[src/rtl/pattern_pkg.sv]
// Shared fixed-point widths, default raster size and the Q8.4 step type for the
// pattern generator blocks.
package pattern_pkg;

    localparam int FRAC_BITS    = 4;
    localparam int ACC_W        = 14;
    localparam int STEP_W       = 12;
    localparam int POS_W        = ACC_W - FRAC_BITS;
    localparam int H_ACTIVE_DEF = 640;
    localparam int V_ACTIVE_DEF = 480;

    typedef logic [STEP_W-1:0] step_q8_4_t;
    typedef logic [ACC_W-1:0]  acc_t;
    typedef logic [POS_W-1:0]  pos_t;

endpackage

[src/rtl/axis_bouncer.sv]
// One axis of the bouncing object: Q10.4 position accumulator, direction and
// one-cycle bounce pulse, reflecting off 0 and MAX.
module axis_bouncer
    import pattern_pkg::*;
#(
    parameter int   MAX      = 9728,
    parameter int   INIT     = 4864,
    parameter logic DIR_INIT = 1'b0
) (
    input  logic       clk,
    input  logic       rst,
    input  logic       advance,
    input  logic       reload,
    input  step_q8_4_t step,
    output pos_t       pos,
    output logic       dir,
    output logic       bounce
);

    localparam logic [ACC_W:0]   M_EXT    = (ACC_W+1)'(MAX);
    localparam logic [ACC_W+1:0] TWO_M    = (ACC_W+2)'(2 * MAX);
    localparam acc_t             INIT_ACC = ACC_W'(INIT);

    acc_t           acc;
    acc_t           acc_nxt;
    logic           dir_nxt;
    logic           hit;
    logic [ACC_W:0] sum;
    logic [ACC_W:0] diff;

    // Sums are one bit wider than the accumulator so the edge tests never wrap.
    always_comb begin
        sum     = {1'b0, acc} + {3'b000, step};
        diff    = {3'b000, step} - {1'b0, acc};
        acc_nxt = acc;
        dir_nxt = dir;
        hit     = 1'b0;
        if (!dir) begin
            if (sum >= M_EXT) begin
                hit     = 1'b1;
                dir_nxt = 1'b1;
                if ({1'b0, sum} > TWO_M) acc_nxt = '0;
                else                     acc_nxt = ACC_W'(TWO_M - {1'b0, sum});
            end else begin
                acc_nxt = sum[ACC_W-1:0];
            end
        end else begin
            if ({1'b0, acc} <= {3'b000, step}) begin
                hit     = 1'b1;
                dir_nxt = 1'b0;
                acc_nxt = (diff > M_EXT) ? M_EXT[ACC_W-1:0] : diff[ACC_W-1:0];
            end else begin
                acc_nxt = acc - ACC_W'(step);
            end
        end
    end

    always_ff @(posedge clk or posedge rst) begin
        if (rst) begin
            acc    <= INIT_ACC;
            dir    <= DIR_INIT;
            bounce <= 1'b0;
        end else if (reload) begin
            acc    <= INIT_ACC;
            dir    <= DIR_INIT;
            bounce <= 1'b0;
        end else if (advance) begin
            acc    <= acc_nxt;
            dir    <= dir_nxt;
            bounce <= hit;
        end else begin
            bounce <= 1'b0;
        end
    end

    assign pos = acc[ACC_W-1:FRAC_BITS];

endmodule

[src/rtl/motion_engine.sv]
// Bouncing-object motion: two independent axis bouncers advanced once per frame,
// plus the corner pulse and the recenter fan-out.
module motion_engine
    import pattern_pkg::*;
#(
    parameter int   H_ACTIVE = H_ACTIVE_DEF,
    parameter int   V_ACTIVE = V_ACTIVE_DEF,
    parameter int   OBJ_W    = 32,
    parameter int   OBJ_H    = 32,
    parameter int   X_INIT   = 304,
    parameter int   Y_INIT   = 224,
    parameter logic DX_INIT  = 1'b0,
    parameter logic DY_INIT  = 1'b0
) (
    input  logic       clk,
    input  logic       rst,
    input  logic       next_frame,
    input  step_q8_4_t step_size,
    input  logic       recenter,
    output pos_t       pos_x,
    output pos_t       pos_y,
    output logic       dir_x,
    output logic       dir_y,
    output logic       bounce_x,
    output logic       bounce_y,
    output logic       corner_hit
);

    localparam int XMAX = (H_ACTIVE - OBJ_W) << FRAC_BITS;
    localparam int YMAX = (V_ACTIVE - OBJ_H) << FRAC_BITS;

    // next_frame is a single-cycle strobe with no back-pressure: step_size is
    // taken only in a cycle where next_frame is high, and recenter in the same
    // cycle wins over it.
    axis_bouncer #(
        .MAX     (XMAX),
        .INIT    (X_INIT << FRAC_BITS),
        .DIR_INIT(DX_INIT)
    ) u_axis_x (
        .clk    (clk),
        .rst    (rst),
        .advance(next_frame),
        .reload (recenter),
        .step   (step_size),
        .pos    (pos_x),
        .dir    (dir_x),
        .bounce (bounce_x)
    );

    axis_bouncer #(
        .MAX     (YMAX),
        .INIT    (Y_INIT << FRAC_BITS),
        .DIR_INIT(DY_INIT)
    ) u_axis_y (
        .clk    (clk),
        .rst    (rst),
        .advance(next_frame),
        .reload (recenter),
        .step   (step_size),
        .pos    (pos_y),
        .dir    (dir_y),
        .bounce (bounce_y)
    );

    assign corner_hit = bounce_x & bounce_y;

endmodule
[config.mk]
export PLATFORM = sky130hd
export DESIGN_NAME = motion_engine
export DESIGN_NICKNAME = d
export VERILOG_FILES = /design/src/rtl/pattern_pkg.sv /design/src/rtl/axis_bouncer.sv /design/src/rtl/motion_engine.sv
export SDC_FILE = /design/constraint.sdc
export NUM_CORES = 1
export LEC_CHECK = 0
export CAP_MARGIN = 0
export CORE_AREA = 2 2 111 113
export CTS_CLUSTER_SIZE = 10
export DETAILED_ROUTE_END_ITERATION = 10
export DIE_AREA = 0 0 113 115
export PLACE_DENSITY_LB_ADDON = 0.05
export SLEW_MARGIN = 30
export SYNTH_ARGS = -nofsm -noshare
export SYNTH_HDL_FRONTEND = slang
export SYNTH_SLANG_ARGS = --single-unit
[constraint.sdc]
create_clock -name clk -period 10.1 [get_ports clk]
set_clock_uncertainty 0.05 [all_clocks]
set_input_delay 2.525 -clock clk [delete_from_list [all_inputs] [get_ports clk]]
set_output_delay 2.525 -clock clk [all_outputs]
set_load 0.03 [all_outputs]
Word-level counts from Yosys, hierarchy flattened
Index checks and enable logic that the tools add are counted.
{ "classes": {"addsub": 8, "n_lt_le_gt_ge": 8, "n_mux": 32, "n_bitwise": 1, "n_reduce_logical": 1} }
{ "op_table": {"columns": ["operator", "count"], "rows": [
  ["14-bit 2-to-1 mux", 14],
  ["14-bit by 12-bit adder with 15-bit output", 2],
  ["15-bit by 14-bit greater-than comparator with 1-bit output (second input constant)", 2],
  ["12-bit by 14-bit subtractor with 15-bit output", 2],
  ["14-bit by 12-bit <= comparator with 1-bit output", 2],
  ["14-bit by 12-bit subtractor with 14-bit output", 2],
  ["1-bit 2-to-1 mux", 18],
  ["15-bit by 13-bit greater-or-equal comparator with 1-bit output (second input constant)", 1],
  ["15-bit by 14-bit greater-or-equal comparator with 1-bit output (second input constant)", 1],
  ["15-bit by 13-bit greater-than comparator with 1-bit output (second input constant)", 1],
  ["15-bit greater-than comparator (second input constant)", 1],
  ["12-bit by 14-bit subtractor with 14-bit output (first input constant)", 1],
  ["14-bit subtractor (first input constant)", 1],
  ["2-bit nonzero test", 1],
  ["1-bit AND", 1]
]} }
{ "word_totals": {"register_bits": 32, "inputBits": 16} }

Logic depth before layout (Yosys ltp)
Gate-level depths: netlist of run 1.
{ "logic_depth": {"word_depth": 7, "mapped_depth": 15, "depth_no_buf": 14} }

Hierarchy
A second synthesis of run 1 with hierarchy kept.
{ "hier_totals": {"cells_unflattened": 912, "hier_area_um2": 6742.7} }
{ "by_module_without_submodules": {"columns": ["mod", "instances", "cells_each", "area_each_um2"], "rows": [
  ["axis_bouncer (u_axis_y)", 1, 475, 3467.1],
  ["axis_bouncer (u_axis_x)", 1, 436, 3269.4],
  ["motion_engine", 1, 1, 6.3]
]} }

Least setup slack after synthesis of run 1
No wires, ideal clock.
{ "synth_timing": {"path_kind": "input port to flip-flop", "start": "in step_size[1]", "end": "reg u_axis_y.acc[0]", "setup_ns": 0.078, "t_arrival_ns": 5.285, "slack_ns": 4.687, "stages": 12, "path_buffers": 0, "cell_sequence": "inv_1 fa_1 o21bai_1 nand4b_1 o211a_1 nor3_1 o2111ai_1 or4_4 a31oi_4 a21oi_1 or3_1 a21oi_1"} }
{ "synth_via": {"elab_chain_cells": 7, "word_cells_on_any_way": 13, "classes_between": "add/sub (2); order compare (4); mux (7)"} }
{ "synth_lines": {"columns": ["element", "line_no", "source"], "rows": [
  ["from (decl)", "motion_engine.sv:18", "input step_q8_4_t step_size,"],
  ["14-bit by 12-bit adder with 15-bit output or 12-bit by 14-bit subtractor with 15-bit output (tied branches)", "axis_bouncer.sv:33, axis_bouncer.sv:34", null],
  ["15-bit by 14-bit greater-than comparator with 1-bit output or 15-bit by 13-bit greater-than comparator with 1-bit output (tied branches)", "axis_bouncer.sv:42, axis_bouncer.sv:51", null],
  ["14-bit 2-to-1 mux (on tied branches)", "axis_bouncer.sv:42, axis_bouncer.sv:51", null],
  ["14-bit 2-to-1 mux (on tied branches)", "axis_bouncer.sv:39, axis_bouncer.sv:48", null],
  ["14-bit 2-to-1 mux *", "axis_bouncer.sv:38", "if (!dir) begin"],
  ["14-bit 2-to-1 mux *", "axis_bouncer.sv:67", "end else if (advance) begin"],
  ["14-bit 2-to-1 mux *", "axis_bouncer.sv:63", "end else if (reload) begin"],
  ["to (signal assigned)", "axis_bouncer.sv:68", "acc <= acc_nxt;"],
  ["to (decl)", "axis_bouncer.sv:24", "acc_t acc;"]
]} }
Every way passes the cells marked *; elsewhere a longest branch is shown, timed or not. The select of a mux whose other input is x is not followed.
A chain may end at the register's enable or synchronous reset.

Worst setup path in the final report of run 1
{ "layout_timing": {"start": "in step_size[1]", "end": "reg u_axis_x.acc[6]"} }
{ "layout_via": {"elab_chain_cells": 7, "word_cells_on_any_way": 15, "classes_between": "add/sub (4); order compare (4); mux (7)"} }
{ "layout_lines": {"columns": ["element", "line_no", "source"], "rows": [
  ["14-bit by 12-bit adder with 15-bit output or 12-bit by 14-bit subtractor with 15-bit output (tied branches)", "axis_bouncer.sv:33, axis_bouncer.sv:34", null],
  ["12-bit by 14-bit subtractor with 14-bit output, or another cell as far along", "axis_bouncer.sv:43", "else acc_nxt = ACC_W'(TWO_M - {1'b0, sum});"],
  ["14-bit 2-to-1 mux (on tied branches)", "axis_bouncer.sv:42, axis_bouncer.sv:51", null],
  ["14-bit 2-to-1 mux (on tied branches)", "axis_bouncer.sv:39, axis_bouncer.sv:48", null],
  ["14-bit 2-to-1 mux *", "axis_bouncer.sv:38", null],
  ["14-bit 2-to-1 mux *", "axis_bouncer.sv:67", null],
  ["14-bit 2-to-1 mux *", "axis_bouncer.sv:63", null],
  ["to (signal assigned)", "axis_bouncer.sv:68", null],
  ["to (decl)", "axis_bouncer.sv:24", null]
]} }
Marks and branches as above.

==> results.py, run 1 <==
metrics = {
    "worst_setup_path": {
        "setup.worst_path.end": "u_axis_x.acc[6]",
        "worst_r2r_startpoint": "u_axis_x.acc[0]",
        "r2r-end": "u_axis_x.acc[6]",
        "timing.critical_path.cells": "clkdlybuf4s50_1 -> inv_1 -> fa_1 -> a211oi_1 -> o21ai_0 -> a21oi_1 -> a21oi_1 -> a211o_1 -> nor2_1 -> a211oi_1 -> a211o_1 -> a221oi_1",
        "highest_cell_delay_on_the_worst_timing_path_ps": 740,
        "r2r.worst_path.cells": 13,
        "worst-endpoint-required_ps": 10220,
        "worstSetupStartpointType": "input port",
        "criticalPathCategory": "in -> reg",
        "worst_ep_arrival_time_ps": 7290,
        "worst_path_max_delay_cell": "nor2_1",
        "cp-startpoint": "step_size[1]",
        "timing.reg2reg.setup_slack_ps": 5540,
        "levels_on_crit_path": 12,
        "critPathTopFamily": "compound AO/OA/AOI/OAI gates",
        "number_of_buffers_and_inverters_on_the_critical_path": 2,
        "cp-end-kind": "register",
        "maximum_fanout_count_along_the_critical_path": 11,
    },
    "die": {
        "floorplan.die.width_um": 113,
        "die_y_um": 115,
        "ios": 41,
        "initial_core_utilization": 0.543,
        "core-area_um2": 11800,
        "die-area_um2": 13000,
        "std_cell_rows": 40,
    },
    "cts": {
        "worst_skew_pair.late_latency_ps": 290,
        "cts_num_sinks": 32,
        "ctsHtreeMaxLevel": 2,
        "cts_tree": "done",
        "cts_setup_buffers": 0,
        "clk_transition_reported_paths_ps": 60,
        "cts-hold-fix-buffers": 0,
        "tritoncts_buffer_count": 5,
        "cts_root_buffer": "clkbuf_16",
        "cts_buffer_depth": 2,
        "cts_resized": 0,
    },
    "final_layout": {
        "flow.area_growth_from_synthesis_pct": 6.79,
        "layout_cell_share_with_drive_strength_beyond_1": 0.0599,
        "num-fill-cells": 1149,
        "layout.nets": 950,
        "mostFrequentLayoutCell": "a21oi_1",
        "antennaDiodeCount": 0,
        "layout.cells.non_filler": 999,
        "commonest_cells_after_routing_fill_and_taps_aside": "a21oi_1, ha_1, inv_1, nor2_1, o21ai_0",
    },
    "global_routing": {
        "track_usage": 0.339,
        "antenna_found_initial": 0,
        "grt_pass1_vias": 6452,
        "grt_first_pass_wirelength_um": 34900,
        "grt_max_degree": 33,
        "overall_overflow_remaining_after_global_route": 0,
    },
    "drt": {
        "routed_wirelength_um": 22200,
        "remaining_drc_errors": 0,
        "antenna_violating_nets_post_route": 0,
        "wl_per_cell_um": 22.2,
        "routed-via-count": 6725,
        "detail_route.iter0.violations": 715,
        "firstDrtPassIters": 5,
        "via_per_inst": 6.73,
    },
    "synth": {
        "synth_enable_flop_cells": 0,
        "syn_area_um2": 6410,
        "syn-mean-instance-area_um2": 7.47,
        "ys_ff_latch": 32,
        "synth_top_cells_by_area": "ha_1, dfrtp_1, a21oi_1, xnor2_1, inv_1",
        "synth_cell_type_count": 85,
        "synth-async-reset-ratio": 1.00,
        "synthesis.yosys.warnings": 0,
        "synth-seq-area-share": 0.126,
        "proportion_of_netlist_area_held_by_the_largest_area_contributor": 0.150,
        "number_of_instances_in_the_synthesized_netlist": 858,
        "total_nets_after_synthesis": 957,
        "synth_top_flop_cell": "dfrtp_1",
        "synth_top_area_cell": "ha_1",
    },
    "placement": {
        "place.detailed.instances": 991,
        "final_hpwl_from_detailed_placement_um": 17200,
        "finalWeightedCongestion": 1.01,
        "io_port_bufs": 40,
        "dpl_worst_slack_ps": 2840,
    },
    "power_and_ir_drop": {
        "peakVddDrop_mv": 0.152,
        "power.total_mw": 2.16,
        "power.density_cell_area_nw_per_um2": 316,
        "cellLeakagePower_nw": 2.83,
    },
    "sta": {
        "report.final.slew_viol_count": 0,
        "setup-violations-final": 0,
        "hold_viol": 0,
        "period_minus_slack_ps": 7180,
        "fin_crit_sh": 0.710,
        "postLayoutSetupSlackWorst_ps": 2920,
        "max_slew_margin": 0.351,
        "grt_setup_unrepaired": "false",
        "worst_tran_pin_value_ps": 969,
        "sum_neg_setup_slack_ps": 0,
        "final.hold.worst_slack_ps": 470,
        "max_freq_mhz": 139,
    },
    "worst_hold_path": {
        "worst_hold_path_type": "reg -> reg",
    },
    "run_status": {
        "status": "finished clean",
    },
    "job": {
        "drv_cap": 0,
    },
}
-- worst min path at each step --
stage,from,slack [ps],to,depth (start not counted)
final,u_axis_y.acc[11],470,u_axis_y.acc[11],2
after global placement,u_axis_y.acc[11],450,u_axis_y.acc[11],2
after detailed placement,u_axis_y.acc[11],470,u_axis_y.acc[11],2
after CTS,u_axis_y.acc[11],470,u_axis_y.acc[11],2
after floorplan,u_axis_y.acc[11],430,u_axis_y.acc[11],2
after global routing,u_axis_x.acc[8],500,u_axis_x.acc[8],2
-- cell usage after synthesis, types with 7 or more instances --
| master | instances |
|---|---|
| nor2b_1 | 15 |
| a211o_1 | 10 |
| o21ai_0 | 51 |
| nor2_1 | 62 |
| o21a_1 | 11 |
| and2_1 | 11 |
| nand4_1 | 7 |
| and3_1 | 8 |
| clkbuf_1 | 22 |
| xor2_1 | 10 |
| ha_1 | 77 |
| a31oi_1 | 14 |
| xnor2_1 | 31 |
| o21bai_1 | 10 |
| a21oi_1 | 78 |
| a211oi_1 | 21 |
| o31ai_1 | 7 |
| or3_1 | 10 |
| o211ai_1 | 11 |
| a21o_1 | 21 |
| buf_4 | 22 |
| buf_2 | 12 |
| o22ai_1 | 7 |
| nand2_1 | 41 |
| or2_2 | 8 |
| inv_1 | 69 |
| dfrtp_1 | 26 |
| nor3_1 | 27 |
| nand3_1 | 25 |
| nand2b_1 | 12 |
| o221ai_1 | 10 |
-- through the flow --
step / area [µm²] / utilization
4_1_cts: 6840 / 0.579
6_report: 6840 / 0.579
3_5_place_dp: 6710 / 0.568
3_3_place_gp: 6700 / 0.568
5_1_grt: 6840 / 0.579
2_1_floorplan: 6410 / -
-- area by class of cell --
class | count | area, µm² | share of cell area
Sequential cell | 32 | 808 | 0.118
Clock inverter | 1 | 5.00 | 0.000731
Inverter | 71 | 267 | 0.0389
Multi-Input combinational cell | 698 | 5020 | 0.734
Clock buffer | 7 | 133 | 0.0194
Timing Repair Buffer | 43 | 423 | 0.0618
Tap cell | 147 | 184 | 0.0269
-- cells by family (layout without fill, tap and decap cells) --
logic type,Yosys count,count (layout),share of synthesized area
buffers and inverters,128,122,0.0902
DFF,32,32,0.126
adders and majority gates,83,83,0.169
muxes,3,3,0.00488
AOI/OAI and AO/OA,317,317,0.347
xor gates and xnor gates,42,42,0.0586
and+or+nand+nor,253,253,0.204
-- layer usage --
metal / routed length, µm / part of all wire / GRT usage / up-vias
met3: 1410 / 0.064 / 0.0353 / 78
met1: 9190 / 0.41 / 0.428 / 3179
met4: 1150 / 0.052 / 0.176 / 0
li1: - / - / - / 3126
met2: 10400 / 0.47 / 0.576 / 342
met5: 0 / 0 / 0 / -
-- registers in the layout, indices dropped and copies added, names as in the netlist --
name,flops
u_axis_y.bounce,1
u_axis_y.dir,1
u_axis_x.acc,14
u_axis_y.acc,14
u_axis_x.dir,1
u_axis_x.bounce,1
-- power breakdown --
part / internal (mW) / total [mW] / switching, mW
logic: 0.653 / 1.74 / 1.09
registers: 0.182 / 0.266 / 0.0845
clock network: 0.0913 / 0.154 / 0.0627
total: 0.926 / 2.16 / 1.24
-- worst reg2reg max path: cells and delay by family, from the launching register on --
kind                       cells  cell delay, ps
AOI/OAI and AO/OA              8            2550
adders and majority gates      2             570
buffers and inverters          2             140
and+or+nand+nor                1             740
DFF                            1             400
(Power assumes the default switching activity.)
==> run 2: changes to the inputs <==
==> constraint.sdc (replaced) <==
create_clock -name clk -period 6.1 [get_ports clk]
set_clock_uncertainty 0.05 [all_clocks]
set_input_delay 1.525 -clock clk [delete_from_list [all_inputs] [get_ports clk]]
set_output_delay 1.525 -clock clk [all_outputs]
set_load 0.03 [all_outputs]
==> results.py, run 2 (same netlist as run 1, synthesis figures left out) <==
metrics = {
    "cts": {
        "cts_buffer_depth": 2,
        "cts-hold-fix-buffers": 0,
        "worst_skew_pair.late_latency_ps": 300,
        "cts_num_sinks": 32,
        "ctsHtreeMaxLevel": 2,
        "tritoncts_buffer_count": 5,
        "cts_setup_buffers": 0,
        "cts_tree": "done",
        "cts_root_buffer": "clkbuf_16",
        "cts_resized": 0,
        "clk_transition_reported_paths_ps": 60,
    },
    "final_layout": {
        "commonest_cells_after_routing_fill_and_taps_aside": "a21oi_1, ha_1, inv_1, nor2_1, o21ai_0",
        "mostFrequentLayoutCell": "a21oi_1",
        "layout.cells.non_filler": 1016,
        "antennaDiodeCount": 0,
        "layout.nets": 968,
        "layout_top_registers": "u_axis_x.acc: 14 flops, u_axis_y.acc: 14 flops",
        "area_occupied_by_registers_um2": 808,
        "utilization": 0.590,
        "flow.area_growth_from_synthesis_pct": 8.82,
        "num-fill-cells": 1114,
        "layout_cell_share_with_drive_strength_beyond_1": 0.0783,
        "multi_input_comb_area_um2": 5020,
    },
    "die": {
        "std_cell_rows": 40,
        "floorplan.die.width_um": 113,
        "core-area_um2": 11800,
        "die-area_um2": 13000,
        "ios": 41,
        "die_y_um": 115,
        "initial_core_utilization": 0.543,
    },
    "run_status": {
        "status": "finished clean",
    },
    "drt": {
        "firstDrtPassIters": 5,
        "routed_wirelength_um": 22400,
        "wl_per_cell_um": 22.0,
        "routed-via-count": 6881,
        "antenna_violating_nets_post_route": 0,
        "remaining_drc_errors": 0,
        "detail_route.iter0.violations": 512,
        "via_per_inst": 6.77,
    },
    "power_and_ir_drop": {
        "peakVddDrop_mv": 0.271,
        "power.density_cell_area_nw_per_um2": 517,
        "sequentialPowerShare": 0.118,
        "switching_share": 0.565,
        "p_int_mw": 1.57,
        "share_of_total_power_in_combinational_logic": 0.809,
        "power.total_mw": 3.61,
        "power.net_switching_mw": 2.04,
        "p_clk_frac": 0.072,
        "cellLeakagePower_nw": 2.92,
    },
    "worst_setup_path": {
        "criticalPathCategory": "in -> reg",
        "maximum_fanout_count_along_the_critical_path": 17,
        "worstSetupStartpointType": "input port",
        "cp-end-kind": "register",
        "worst_ep_arrival_time_ps": 5480,
        "worst-endpoint-required_ps": 6230,
    },
    "sta": {
        "max_slew_margin": 0.431,
        "grt_setup_unrepaired": "false",
        "hold_viol": 0,
        "period_minus_slack_ps": 5350,
        "setup-violations-final": 0,
        "max_freq_mhz": 187,
        "sum_neg_setup_slack_ps": 0,
        "fin_crit_sh": 0.877,
        "worst_tran_pin_value_ps": 846,
        "report.final.slew_viol_count": 0,
    },
    "global_routing": {
        "antenna_found_initial": 1,
        "grt_first_pass_wirelength_um": 34900,
        "overall_overflow_remaining_after_global_route": 0,
        "grt_pass1_vias": 6693,
        "grt_max_degree": 33,
        "track_usage": 0.343,
    },
    "placement": {
        "place.detailed.instances": 1009,
        "io_port_bufs": 40,
        "final_hpwl_from_detailed_placement_um": 17500,
        "finalWeightedCongestion": 0.987,
    },
    "job": {
        "drv_cap": 0,
    },
    "worst_hold_path": {
        "worst_hold_path_type": "reg -> reg",
    },
}
run 2: worst max-delay path, stage by stage:
cell             delay [ps]
clkdlybuf4s50_1         640
inv_1                   130
ha_1                    530
or4_4                   660
a2111oi_2               450
nor3_1                  110
xor2_1                  210
o31ai_4                 450
a21oi_1                 150
xnor2_1                 140
o21a_1                  190
a221oi_1                280
run 2: final cells by class:
class | instances | share of cell area
clock buffers | 7 | 0.0190
inverters | 71 | 0.0382
multi-input cells | 698 | 0.720
flip-flops and latches | 32 | 0.116
well taps | 147 | 0.0264
repair buffers | 61 | 0.0800
run 2: stage by stage:
stage	setup slack [ps]	hold WS, ps	cell area (µm²)
final	753	464	6970
after global routing	513	496	6970
after CTS	796	468	6970
after detailed placement	503	459	6840
after global placement	598	451	6840
after floorplan	1690	431	6410
run 2: path summary, 6_finish.rpt:
check | start | end | slack (ps) | cells after the start
setup / recovery | step_size[7] | u_axis_x.acc[6] | 750 | 12
hold / removal | u_axis_y.acc[11] | u_axis_y.acc[11] | 460 | 2
setup reg to reg | u_axis_y.acc[6] | u_axis_y.acc[0] | 2160 | 10
hold reg to reg | u_axis_y.acc[11] | u_axis_y.acc[11] | 460 | 2
max in group asynchronous | rst | u_axis_x.acc[8] | 4020 | 3
min in group asynchronous | rst | u_axis_y.acc[0] | 1620 | 3
run 2: power by group through the flow:
stage	registers, mW	logic [mW]	clock network (mW)
finish	0.427	2.92	0.261
CTS	0.425	2.86	0.263
global route	0.437	3.15	0.270
global placement	0.426	2.82	0
floorplan	0.382	2.19	0
detailed placement	0.428	2.83	0
run 2: routing by layer:
| layer | vias up | global-route usage | wire length [µm] |
|---|---|---|---|
| li1 | 3165 | - | - |
| met1 | 3248 | 0.411 | 8900 |
| met2 | 374 | 0.588 | 10700 |
| met3 | 92 | 0.0532 | 1510 |
| met4 | 2 | 0.193 | 1250 |
| met5 | - | 0 | 13 |
